$ cat config.mk
export PLATFORM = sky130hd
export DESIGN_NAME = clk_div_ctrl_flat
export DESIGN_NICKNAME = d
export VERILOG_FILES = /design/src/rtl/clk_div_ctrl_if.sv /design/src/rtl/clk_div_ctrl.sv /design/src/flat_wrapper.sv
export SDC_FILE = /design/constraint.sdc
export NUM_CORES = 1
export LEC_CHECK = 0
export CELL_PAD_IN_SITES_DETAIL_PLACEMENT = 2
export CELL_PAD_IN_SITES_GLOBAL_PLACEMENT = 2
export CORE_MARGIN = 2
export CORE_UTILIZATION = 35
export CTS_CLUSTER_DIAMETER = 200
export DETAILED_ROUTE_END_ITERATION = 16
export GPL_TIMING_DRIVEN = 0
export PLACE_DENSITY_LB_ADDON = 0.1
export RECOVER_POWER = 25
export SETUP_SLACK_MARGIN = 0.02
export SLEW_MARGIN = 20
export SYNTH_ARGS = -nofsm -noshare
export SYNTH_HDL_FRONTEND = slang
export SYNTH_SLANG_ARGS = --single-unit
export TNS_END_PERCENT = 5
$ cat constraint.sdc
create_clock -name fastclk -period 4.3 [get_ports fastclk]
set_clock_uncertainty 0.1 [all_clocks]
set_input_delay 1.075 -clock fastclk [delete_from_list [all_inputs] [get_ports fastclk]]
set_output_delay 1.075 -clock fastclk [all_outputs]
set_load 0.1 [all_outputs]
$ cat src/rtl/clk_div_ctrl_if.sv
// clk_div_ctrl_if: control/status bundle between the debug front-end and the slow-clock generator.
interface clk_div_ctrl_if #(
  parameter int WIDTH = 12
);
  logic [1:0]       mode;
  logic             div_load;
  logic [WIDTH-1:0] div_val;
  logic             step_req;
  logic             clk;
  logic             rise_tick;
  logic             fall_tick;
  logic             halted;
  logic [WIDTH-1:0] cur_div;
  modport master (
    output mode, div_load, div_val, step_req,
    input  clk, rise_tick, fall_tick, halted, cur_div
  );
  modport slave (
    input  mode, div_load, div_val, step_req,
    output clk, rise_tick, fall_tick, halted, cur_div
  );
endinterface

$ cat src/rtl/clk_div_ctrl.sv
// clk_div_ctrl: programmable half-period divider for the picoMIPS slow clock with run/halt/step.
// Step mode and step_req handling exist only when CLKDIV_STEP_EN is defined.
module clk_div_ctrl #(
  parameter int WIDTH       = 12,
  parameter int DEFAULT_DIV = 2048
) (
  input logic            fastclk,
  input logic            reset,
  clk_div_ctrl_if.slave  bus
);
  logic [WIDTH-1:0] r_cnt, r_div_act, r_div_pend;
  logic             r_pend_v, r_clk, r_rise, r_fall, r_halted;
  logic             w_term, w_rise_pt, w_go, w_step_take;
  logic [WIDTH-1:0] w_load_val;
  // a parked block sits on a rising boundary every cycle until released
  assign w_term     = r_halted | (r_cnt == r_div_act - WIDTH'(1));
  assign w_rise_pt  = w_term & ~r_clk;
  assign w_go       = (bus.mode == 2'b00) | w_step_take;
  assign w_load_val = (bus.div_val == '0) ? WIDTH'(1) : bus.div_val;
`ifdef CLKDIV_STEP_EN
  logic r_step_prev, r_step_pend, w_step_mode;
  assign w_step_mode = bus.mode == 2'b10;
  assign w_step_take = w_step_mode & r_step_pend;
  always_ff @(posedge fastclk) begin
    if (reset) begin
      r_step_prev <= 1'b0;
      r_step_pend <= 1'b0;
    end else begin
      r_step_prev <= bus.step_req;
      r_step_pend <= w_step_mode & ~(w_rise_pt & w_step_take) & (r_step_pend | (bus.step_req & ~r_step_prev));
    end
  end
`else
  logic w_unused;
  assign w_unused    = bus.step_req;
  assign w_step_take = 1'b0;
`endif
  always_ff @(posedge fastclk) begin
    if (reset) begin
      r_cnt      <= '0;
      r_clk      <= 1'b0;
      r_rise     <= 1'b0;
      r_fall     <= 1'b0;
      r_halted   <= 1'b0;
      r_div_act  <= WIDTH'(DEFAULT_DIV);
      r_div_pend <= '0;
      r_pend_v   <= 1'b0;
    end else begin
      r_rise   <= w_rise_pt & w_go;
      r_fall   <= w_term & r_clk;
      r_pend_v <= bus.div_load | (r_pend_v & ~w_rise_pt);
      if (bus.div_load) r_div_pend <= w_load_val;
      if (w_rise_pt & r_pend_v) r_div_act <= r_div_pend;
      if (w_term & (r_clk | w_go)) begin
        r_cnt    <= '0;
        r_clk    <= ~r_clk;
        r_halted <= 1'b0;
      end else if (w_rise_pt) begin
        r_halted <= 1'b1;
      end else begin
        r_cnt <= r_cnt + WIDTH'(1);
      end
    end
  end
  assign bus.clk       = r_clk;
  assign bus.rise_tick = r_rise;
  assign bus.fall_tick = r_fall;
  assign bus.halted    = r_halted;
  assign bus.cur_div   = r_div_act;
endmodule

$ cat src/flat_wrapper.sv
// flat-port wrapper written by rule: the top's interface ports become plain ports
module clk_div_ctrl_flat 
#(
  parameter int WIDTH       = 12,
  parameter int DEFAULT_DIV = 2048
)
  (fastclk, reset, bus_mode, bus_div_load, bus_div_val, bus_step_req, bus_clk, bus_rise_tick, bus_fall_tick, bus_halted, bus_cur_div);
  clk_div_ctrl_if #(.WIDTH(WIDTH)) bus_i ();
  input logic fastclk;
  input logic reset;
  input wire logic [$bits(bus_i.mode)-1:0] bus_mode;
  input wire logic [$bits(bus_i.div_load)-1:0] bus_div_load;
  input wire logic [$bits(bus_i.div_val)-1:0] bus_div_val;
  input wire logic [$bits(bus_i.step_req)-1:0] bus_step_req;
  output wire logic [$bits(bus_i.clk)-1:0] bus_clk;
  output wire logic [$bits(bus_i.rise_tick)-1:0] bus_rise_tick;
  output wire logic [$bits(bus_i.fall_tick)-1:0] bus_fall_tick;
  output wire logic [$bits(bus_i.halted)-1:0] bus_halted;
  output wire logic [$bits(bus_i.cur_div)-1:0] bus_cur_div;
  assign bus_i.mode = bus_mode;
  assign bus_i.div_load = bus_div_load;
  assign bus_i.div_val = bus_div_val;
  assign bus_i.step_req = bus_step_req;
  assign bus_clk = bus_i.clk;
  assign bus_rise_tick = bus_i.rise_tick;
  assign bus_fall_tick = bus_i.fall_tick;
  assign bus_halted = bus_i.halted;
  assign bus_cur_div = bus_i.cur_div;
  clk_div_ctrl #(.WIDTH(WIDTH), .DEFAULT_DIV(DEFAULT_DIV)) u_core (.fastclk(fastclk), .reset(reset), .bus(bus_i));
endmodule
==> summary.md, run 1 <==
| Metric | Value |
|---|---|
| Avg WL per Cell | 18.9 um |
| Synth Area in Compound Gates | 23.4% |
| CP Capture Type | output port |
| Worst-Margin Slew | 0.974 ns |
| Number of top-level pins | 34 |
| Die area | 0.00746 sq mm |
| Startpoint Class | flop |
| DPL Wire Length | 5760 um |
| Worst path slowest cell | clkdlybuf4s50_1 |
| Antenna violations before repair | 0 |
| RD Place Congestion | 0.776 |
| Post-Syn Area | 0.00237 sq mm |
| Register area share after synthesis | 34.6% |
| Core Region | 0.00668 sq mm |
| Clock tree from TritonCTS | yes |
| Synth Area in Simple Gates | 23.9% |
| Outcome | finished, final reports clean |
| Die Y | 86.4 um |
| Crit share post-route | 74.4% |
| WHS | 0.390 ns |
| Post-synth ARST share | 0% |
| Worst min path class | flop to flop |
| Most frequent cell after synthesis | dfxtp_1 |
| Area grow syn2layout | 21.2% |
| Global-route wire length before repair | 12,400 um |
| Syn Inst Count | 280 |
| Synthesized net count | 300 |
| Leak | 0.000958 uW |
| CTS clk-pin slew, worst paths | 0.08 ns |
| Initial Util | 35.5% |
| Post-synth EDFFs | 0 |
| Post-layout util | 43.1% |
| Synth area leader | dfxtp_1 |
| Final #Nets | 337 |
| Remaining global-route overflow | 0 |
| Fillers | 778 |
| Cell area after placement | 0.00278 sq mm |
| DRC viols | 0 |
| Largest family of logic cells by synthesized area | simple AND/OR/NAND/NOR gates |
| CTS Buf Count | 5 |
| Post-synth cell types | 59 |
| Multi-input combinational cell area | 0.00141 sq mm |
| Final ANT Viol Nets | 0 |
| Max Freq | 312 MHz |
| Post-synthesis adder-cell area fraction | 1.05% |
| Slew Viols, Final | 0 |
| Buf/Inv on CP | 1 |
| Largest net degree at the start of global routing | 13 |
| RSZ-0062 raised after global routing | false |
| Leading post-synthesis cells by cell area | dfxtp_1 (35%), mux2i_1 (6.7%), a21oi_1 (5.1%) |
| Vias | 2,279 |
| Final hold violation count | 0 |
| Clock Latency Late Sink | 0.29 ns |
| Max_cap viols | 0 |
| Relative slew margins | 34.8% |
| CTS Root Cell | clkbuf_8 |
| DIE WIDTH | 86.4 um |
| Hold buffer count at cts | 0 |
| Finish-stage setup viols | 0 |
| Post-route setup TNS | 0 ns |
| Req. time, crit path | 3.12 ns |
| Critical path peak fanout | 8 |
| Xor-xnor portion of the synthesized cell area | 3.69% |
| Minimum clock period | 3.20 ns |
| Longest Clk Path Bufs | 2 |
| Synth warn | 0 |
| VDD IR-drop max | 0.160 mV |
| ANT cells | 0 |
| Setup Buffers After CTS | 0 |
| Register area | 821 sq um |
| Max incr delay on CP | 1.21 ns |
| Initial DRC count | 63 |
| Detailed-router iteration count before antenna repair | 4 |
| PD cells | 304 mW/mm^2 |
| FP Rows | 30 |
| Synth top cells by count | dfxtp_1 (41), a21oi_1 (24), nor2_1 (23) |
| Port bufs | 30 |
| Mux share of post-synthesis cell area | 7.22% |
| Kind of critical path | flop to output port |
| DP Cell Count | 390 |
| Clock Sinks | 41 |
| Post-CTS sizing | 0 |
| Yosys reg bits | 41 |
| Design Area, Final | 0.00288 sq mm |
| Critical path, cell by cell | clkdlybuf4s50_1 |
| Gr usage total | 21.2% |
| Number of global-route vias before repair | 2,380 |
| DRT Wirelength | 7490 um |
| Synth top area share | 34.6% |
| Predominant post-synthesis flop cell | dfxtp_1 |
| CP top delay family | buffers and inverters |
| # H-tree levels | 2 |
| Worst path arrival time | 2.03 ns |
| Share of post-route cells with drive strength above 1 | 8.20% |
| Syn_area_per_cell | 8.48 sq um |
| Via/cell ratio | 5.74 |
| Finished Layout Cells | 397 |
state kept, by name, summed over array words and instances (netlist names):
register / count
u_core.bus.rise_tick: 1
u_core.bus.halted: 1
u_core.bus.fall_tick: 1
u_core.r_pend_v: 1
u_core.r_cnt: 12
u_core.r_div_pend: 12
u_core.bus.clk: 1
u_core.bus.cur_div: 12
final timing paths:
| check | from | end | slack (ns) | depth (start not counted) |
|---|---|---|---|---|
| worst max-delay path | u_core.bus.cur_div[4] | bus_cur_div[4] | 1.10 | 1 |
| worst max register to register | u_core.bus.cur_div[0] | u_core.r_cnt[0] | 1.11 | 7 |
| worst min-delay path | u_core.r_div_pend[7] | u_core.bus.cur_div[7] | 0.39 | 2 |
| worst min register to register | u_core.r_div_pend[7] | u_core.bus.cur_div[7] | 0.39 | 2 |
cell type report:
| cell class | count | area share (%) |
|---|---|---|
| Multi-Input combinational cell | 210 | 48.9 |
| Sequential cell | 41 | 28.5 |
| Timing Repair Buffer | 30 | 10.4 |
| Buffer | 21 | 4.04 |
| Tap cell | 80 | 3.48 |
| Clock buffer | 5 | 2.39 |
| Clock inverter | 2 | 1.22 |
| Inverter | 8 | 1.04 |
metrics by stage:
| step | setup WS [ns] | power (uW) |
|---|---|---|
| global route | 0.820 | 917 |
| CTS | 1.07 | 889 |
| floorplan | 0.961 | 523 |
| finish | 1.10 | 875 |
| detailed placement | 1.16 | 577 |
| global placement | 1.18 | 572 |
logic make-up after synthesis:
family,count (synthesis)
flops,41
mux,17
fa+ha+maj,2
compound gates,79
simple gates,102
xor+xnor,10
buf+inv,29
where the power goes:
| part | switching (uW) | internal, uW |
|---|---|---|
| Combinational | 96.7 | 56.5 |
| Sequential | 18.4 | 396 |
| Clock | 139 | 169 |
layer usage:
metal	GRT usage, %	share of wire (%)	routed length, um
met5	0	0	0
met4	4.40	0.99	74
met3	3.14	2.1	154
met2	38.9	51	3800
met1	26.1	46	3460
cell usage in the layout (no fill, tap or decap), types with 5 or more instances in the layout:
cell	instances
or4_1	6
dfxtp_1	41
mux2i_1	16
a21oi_1	24
clkbuf_1	14
nor3_1	10
nor4_1	5
nor2_1	23
xnor2_1	8
nand3_1	8
clkbuf_8	5
o211ai_1	9
inv_1	6
clkdlybuf4s50_1	27
o21ai_0	10
nand2_1	14
o21ai_1	9
nand4_1	12
Note: power is estimated with default switching activity, not from simulation.
==> inputs of run 2 (changes only) <==
--- a/config.mk
+++ b/config.mk
@@ -8,7 +8,7 @@
 export CELL_PAD_IN_SITES_DETAIL_PLACEMENT = 2
 export CELL_PAD_IN_SITES_GLOBAL_PLACEMENT = 2
 export CORE_MARGIN = 2
-export CORE_UTILIZATION = 35
+export CORE_UTILIZATION = 29
 export CTS_CLUSTER_DIAMETER = 200
 export DETAILED_ROUTE_END_ITERATION = 16
 export GPL_TIMING_DRIVEN = 0
==> constraint.sdc (replaced) <==
create_clock -name fastclk -period 2.7 [get_ports fastclk]
set_clock_uncertainty 0.1 [all_clocks]
set_input_delay 0.675 -clock fastclk [delete_from_list [all_inputs] [get_ports fastclk]]
set_output_delay 0.675 -clock fastclk [all_outputs]
set_load 0.1 [all_outputs]
==> run 2 against run 1 <==
The flow now finishes with violations (negative setup slack). Cell count up 8.6%. Combinational power up 74%. Register-to-register slack got worse by 1.4 ns. First-iteration DRC count decreased by 33%. Core utilization fell by 5.4 points. Via count increased by 1.9%. Count of clock-buffer cells in the layout unchanged. Worst setup slack got worse by 1.3 ns. Die area is 20% higher.
==> summary.md, run 2 (synthesis results as in run 1) <==
| Metric | Value |
|---|---|
| Dpl ws | -0.413 ns (-1.57 ns) |
| VDD IR-drop max | 0.302 mV (+89%) |
| Number of global-route vias before repair | 2,490 (+4.6%) |
| Slack of the critical path | -0.247 ns (-1.35 ns) |
| Max_cap viols | 0 (unchanged) |
| CTS Buf Count | 5 (unchanged) |
| Share of post-route cells with drive strength above 1 | 14.1% (+5.9 points) |
| Remaining global-route overflow | 0 (unchanged) |
| Outcome | finished with violations |
| CTS clk-pin slew, worst paths | 0.09 ns (about the same) |
| Die area | 0.00893 sq mm (+20%) |
| Global-route wire length before repair | 13,100 um (+5.3%) |
| Worst Reg-to-Reg Cells | 9 (+2) |
| Reg-to-reg slack, setup | -0.25 ns (-1.36 ns) |
| Crit share post-route | 109% |
| Critical path peak fanout | 5 (-3) |
| PD cells | 472 mW/mm^2 (+55%) |
| Seq pwr share | 45.7% (-1.7 points) |
| Core Region | 0.00809 sq mm (+21%) |
| Startpoint Class | flop |
| Met1 usage | 23.6% (-2.6 points) |
| Hold Startpoint | u_core.r_div_pend[7] |
| RD Place Congestion | 0.710 (-8.5%) |
| Initial Util | 29.3% (-6.2 points) |
| Reg2reg start | u_core.bus.cur_div[0] |
| Finish-stage setup viols | 29 (+29) |
| Area grow syn2layout | 28.6% |
| ANT cells | 0 (unchanged) |
| DRC viols | 0 (unchanged) |
| Vias | 2,323 (+1.9%) |
| Worst-Margin Slew | 0.977 ns (+0.00319 ns) |
| Max Freq | 339 MHz |
| Kind of critical path | flop to flop |
| Hold depth | 2 (unchanged) |
| Antenna violations before repair | 0 (unchanged) |
| Longest Clk Path Bufs | 2 (unchanged) |
| Switch share | 30.4% (+1.4 points) |
| Grt peak-use layer | met2 |
| Relative slew margins | 34.6% (-0.20 points) |
| Worst reg2reg path endpoint | u_core.bus.cur_div[0] |
| Multi-input combinational cell area | 0.00146 sq mm (+3.6%) |
| Gr usage total | 19.0% (-2.2 points) |
| Leak | 0.00111 uW (+16%) |
| Worst min path class | flop to flop |
| Largest net degree at the start of global routing | 14 (+1) |
| Worst path arrival time | 3.08 ns (+1.05 ns) |
| Failing checks | negative setup slack |
| Via/cell ratio | 5.39 (-6.1%) |
| Final #Nets | 345 (+2.4%) |
| Slew Viols, Final | 0 (unchanged) |
| Port bufs | 30 (unchanged) |
| CP Capture Type | flop |
| Minimum clock period | 2.95 ns |
| Min-Delay Endpoint | u_core.bus.cur_div[7] |
| Clock Sinks | 41 (unchanged) |
| Final hold violation count | 0 (unchanged) |
| Clock Latency Late Sink | 0.30 ns (about the same) |
| Register area | 836 sq um (+1.8%) |
| Post-route setup TNS | -4.80 ns (-4.80 ns) |
| CTS Root Cell | clkbuf_8 |
| Req. time, crit path | 2.83 ns (-0.29 ns) |
| Clock tree from TritonCTS | yes |
| Net switching power | 438 uW (+73%) |
| FP Rows | 33 (+10%) |
| # H-tree levels | 2 (unchanged) |
| DIE WIDTH | 94.5 um (+9.4%) |
| Comb pwr share | 18.4% (+0.9 points) |
| DPL Wire Length | 6020 um (+4.4%) |
| Commonest non-fill, non-tap cell in the layout | dfxtp_1 |
| Initial DRC count | 42 (-33%) |
| Met2 Track Usage GR | 34.0% (-4.9 points) |
| Final ANT Viol Nets | 0 (unchanged) |
| Number of top-level pins | 34 (unchanged) |
| Cell-internal power | 1000 uW (+62%) |
| DRT Wirelength | 7920 um (+5.8%) |
| Fillers | 931 (+20%) |
| Hold buffer count at cts | 0 (unchanged) |
| Most frequent cells in the layout | dfxtp_1 (35), nor2_1 (23), a21oi_1 (23) |
| Avg WL per Cell | 18.4 um (-2.6%) |
| RSZ-0062 raised after global routing | true |
| Clock power frac | 35.9% (+0.8 points) |
| Die Y | 94.5 um (+9.4%) |
| Detailed-router iteration count before antenna repair | 4 (unchanged) |
| Grt met3 use | 3.19% (+0.049 points) |
[run 2: how the worst max path moves through the flow]
stage                     startpoint               endpoint  slack, ns  cells past startpoint
6_report       u_core.bus.cur_div[0]  u_core.bus.cur_div[0]      -0.25                      9
5_1_grt        u_core.bus.cur_div[0]  u_core.bus.cur_div[2]      -0.37                      9
4_1_cts        u_core.bus.cur_div[0]  u_core.bus.cur_div[0]      -0.30                      9
3_5_place_dp   u_core.bus.cur_div[0]   u_core.bus.rise_tick      -0.41                      9
3_3_place_gp   u_core.bus.cur_div[3]        u_core.r_cnt[0]      -0.36                      8
2_1_floorplan  u_core.bus.cur_div[3]       u_core.r_cnt[11]      -0.23                      9
[run 2: layer usage]
metal  vias to the layer above  routed length, um
met5                         -                  0
met3                         8                211
met1                      1146               3490
met4                         0                 81
met2                        34               4140
li1                       1135                  -
[run 2: power by group through the flow]
stage | registers (uW) | logic [uW] | clock network (uW)
after floorplan | 688 | 143 | 0
after global placement | 672 | 241 | 0
after detailed placement | 673 | 247 | 0
after CTS | 659 | 267 | 534
after global routing | 664 | 292 | 561
final | 659 | 266 | 518
[run 2: what timing repair did]
action / in CTS / in global routing
endpoints found under the setup margin: 37 / 33
gates resized for setup: 23 / 11
pin swaps: 13 / 8
setup buffers: 9 / 1
[run 2: worst max-delay path, stage by stage (launching register included)]
cell       delay (ns)
dfxtp_4          0.37
or4_4            0.54
or3_4            0.39
a2111oi_4        0.37
o211ai_4         0.18
o31ai_4          0.37
buf_6            0.18
buf_6            0.13
nand4_1          0.08
a21oi_1          0.16
[run 2: per-stage QoR]
stage                     instances  instance area (sq um)  hold slack [ns]  utilization, %  total power, uW
after floorplan                 280                   2390            0.336               -              831
after global routing            431                   3050            0.422            37.7             1520
after detailed placement        415                   2830            0.363            34.9              920
after CTS                       430                   3000            0.393            37.1             1460
final                           431                   3050            0.388            37.7             1440
after global placement          415                   2830            0.354            34.9              913
[run 2: area by class of cell]
type                            instances  share of cell area, %
Buffer                                 19                   3.20
Clock inverter                          3                   1.35
Clock buffer                            5                   2.25
Timing Repair Buffer                   40                   12.8
Sequential cell                        41                   27.4
Tap cell                              105                   4.30
Inverter                                8                  0.984
Multi-Input combinational cell        210                   47.7
==> inputs of run 3 (changes only) <==
--- a/config.mk
+++ b/config.mk
@@ -7,7 +7,6 @@
 export LEC_CHECK = 0
 export CELL_PAD_IN_SITES_DETAIL_PLACEMENT = 2
 export CELL_PAD_IN_SITES_GLOBAL_PLACEMENT = 2
-export CORE_MARGIN = 2
 export CORE_UTILIZATION = 29
 export CTS_CLUSTER_DIAMETER = 200
 export DETAILED_ROUTE_END_ITERATION = 16
==> run 3 against run 2 <==
The run still ends with negative setup slack left. Core utilization grew 2.0 points. Die area fell by 4.2%. Final area grew 1.6%. Sequential power hardly changed. Critical path type unchanged. Sequential share of layout area shrank 0.43 points. Combinational power rose by 2%. Critical path depth decreased by 1. Worst hold slack worse by 0.012 ns. Largest power group unchanged. Clock power is 19% lower.
==> summary.md, run 3 (synthesis results as in run 1) <==
| Metric | Value |
|---|---|
| DRT Wirelength | 7910 um (-0.14%) |
| Area grow syn2layout | 30.6% |
| Finish-stage setup viols | 28 (-3.4%) |
| Most frequent cells in the layout | dfxtp_1 (35), nor2_1 (23), a21oi_1 (22) |
| Register area | 836 sq um (unchanged) |
| Minimum clock period | 2.88 ns (-0.0637 ns) |
| Slew Viols, Final | 0 (unchanged) |
| Final total power | 1350 uW (-6.4%) |
| FP Rows | 32 (-3.0%) |
| CTS Buf Count | 5 (unchanged) |
| Number of global-route vias before repair | 2,533 (+1.7%) |
| Post-layout util | 39.7% (+2.0 points) |
| Via/cell ratio | 5.45 (+1.2%) |
| Avg WL per Cell | 18.4 um (-0.14%) |
| Port bufs | 30 (unchanged) |
| Die area | 0.00855 sq mm (-4.2%) |
| Relative slew margins | 35.3% (+0.62 points) |
| Commonest non-fill, non-tap cell in the layout | dfxtp_1 |
| CP Capture Type | flop |
| Design Area, Final | 0.00310 sq mm (+1.6%) |
| Worst path arrival time | 2.95 ns (-0.13 ns) |
| Share of post-route cells with drive strength above 1 | 18.5% (+4.4 points) |
| Slack of the critical path | -0.183 ns (+0.0637 ns) |
| Hold buffer count at cts | 0 (unchanged) |
| Die Y | 92.5 um (-2.1%) |
| Critical path peak fanout | 10 (+5) |
| Global-route wire length before repair | 13,200 um (+1.3%) |
| CTS clk-pin slew, worst paths | 0.08 ns (about the same) |
| Worst min path class | flop to flop |
| Final hold violation count | 0 (unchanged) |
| Post-route setup TNS | -4.09 ns (+0.708 ns) |
| Startpoint Class | flop |
| ANT cells | 0 (unchanged) |
| Final #Nets | 348 (+0.87%) |
| Clock tree from TritonCTS | yes |
| PD cells | 435 mW/mm^2 (-7.9%) |
| Kind of critical path | flop to flop |
| Max_cap viols | 0 (unchanged) |
| Core Region | 0.00781 sq mm (-3.5%) |
| DRC viols | 0 (unchanged) |
| DPL Wire Length | 5790 um (-3.8%) |
| Gr usage total | 20.1% (+1.2 points) |
| RD Place Congestion | 0.759 (+6.9%) |
| Initial Util | 30.4% (+1.1 points) |
| Antenna violations before repair | 0 (unchanged) |
| Number of top-level pins | 34 (unchanged) |
| Clock Latency Late Sink | 0.30 ns (about the same) |
| DIE WIDTH | 92.5 um (-2.1%) |
| Fillers | 904 (-2.9%) |
| RSZ-0062 raised after global routing | true |
| Longest Clk Path Bufs | 2 (unchanged) |
| Final ANT Viol Nets | 0 (unchanged) |
| Multi-input combinational cell area | 0.00152 sq mm (+4.4%) |
| Largest net degree at the start of global routing | 14 (unchanged) |
| Vias | 2,350 (+1.2%) |
| Leak | 0.00113 uW (+1.4%) |
| Clock Sinks | 41 (unchanged) |
| Failing checks | negative setup slack |
| CTS Root Cell | clkbuf_8 |
| Outcome | finished with violations |
| Worst-Margin Slew | 0.970 ns (-0.00786 ns) |
| Cell area after placement | 0.00282 sq mm (-0.13%) |
| VDD IR-drop max | 0.198 mV (-34%) |
| Max Freq | 347 MHz (+2.2%) |
| # H-tree levels | 2 (unchanged) |
| Detailed-router iteration count before antenna repair | 4 (unchanged) |
| Req. time, crit path | 2.76 ns (-0.07 ns) |
| Initial DRC count | 51 (+21%) |
| WHS | 0.376 ns (-0.0119 ns) |
| Remaining global-route overflow | 0 (unchanged) |
| Crit share post-route | 107% (-2.4 points) |
-- run 3: cell types whose count changed in the layout (fill, tap and decap cells not counted), moves of 2 or more --
cell	previous run	this run
o21ai_1	18	13
nand2_2	0	2
o21ai_2	0	4
clkbuf_1	13	15
nor3_1	9	7
nand2_1	14	12
buf_4	9	12
-- run 3: routing by layer --
metal / vias to the layer above / GRT usage [%] / wire, um
met5: - / 0 / 0
met4: 0 / 5.99 / 116
met3: 9 / 2.96 / 148
met2: 31 / 36.4 / 3990
met1: 1163 / 24.4 / 3660
li1: 1147 / - / -
-- run 3: metrics by stage --
stage          cells  worst slack (ns)
2_1_floorplan    280            -0.230
3_3_place_gp     412            -0.361
3_5_place_dp     412            -0.398
4_1_cts          431            -0.222
5_1_grt          431            -0.267
6_report         431            -0.183
-- run 3: final timing paths --
| kind | end | slack [ns] | cells after the start | start |
|---|---|---|---|---|
| min | u_core.bus.cur_div[0] | 0.38 | 2 | u_core.r_div_pend[0] |
| min reg2reg | u_core.bus.cur_div[0] | 0.38 | 2 | u_core.r_div_pend[0] |
| max | u_core.bus.cur_div[3] | -0.18 | 8 | u_core.bus.cur_div[0] |
| max reg2reg | u_core.bus.cur_div[3] | -0.18 | 8 | u_core.bus.cur_div[0] |
-- run 3: critical path, cell delays in order, from the launching register on --
cell and delay [ns]:
dfxtp_4 0.36, or4_4 0.55, or3_4 0.39, a2111oi_4 0.40, o211ai_4 0.18, o31a_4 0.36, buf_6 0.16, o21ai_1 0.15
a21oi_1 0.08
-- run 3: report_power, final --
part           switching [uW]  internal, uW  total (uW)
logic                     167           105         272
registers                30.0           628         658
clock network             237           183         419
-- run 3: what timing repair did --
| action | CTS | global route |
|---|---|---|
| setup endpoints to repair | 37 | 32 |
| resized for setup | 32 | 16 |
| buffers inserted | 11 | 0 |
| cloned | 2 | 0 |
| pin swaps | 12 | 8 |
-- run 3: area by class of cell --
| class | instances | share of cell area (%) |
|---|---|---|
| Timing Repair Buffer | 43 | 12.8 |
| Multi-Input combinational cell | 210 | 49.1 |
| Tap cell | 102 | 4.11 |
| Clock inverter | 2 | 0.484 |
| Clock buffer | 6 | 2.34 |
| Buffer | 19 | 3.27 |
| Inverter | 8 | 0.968 |
| Sequential cell | 41 | 26.9 |
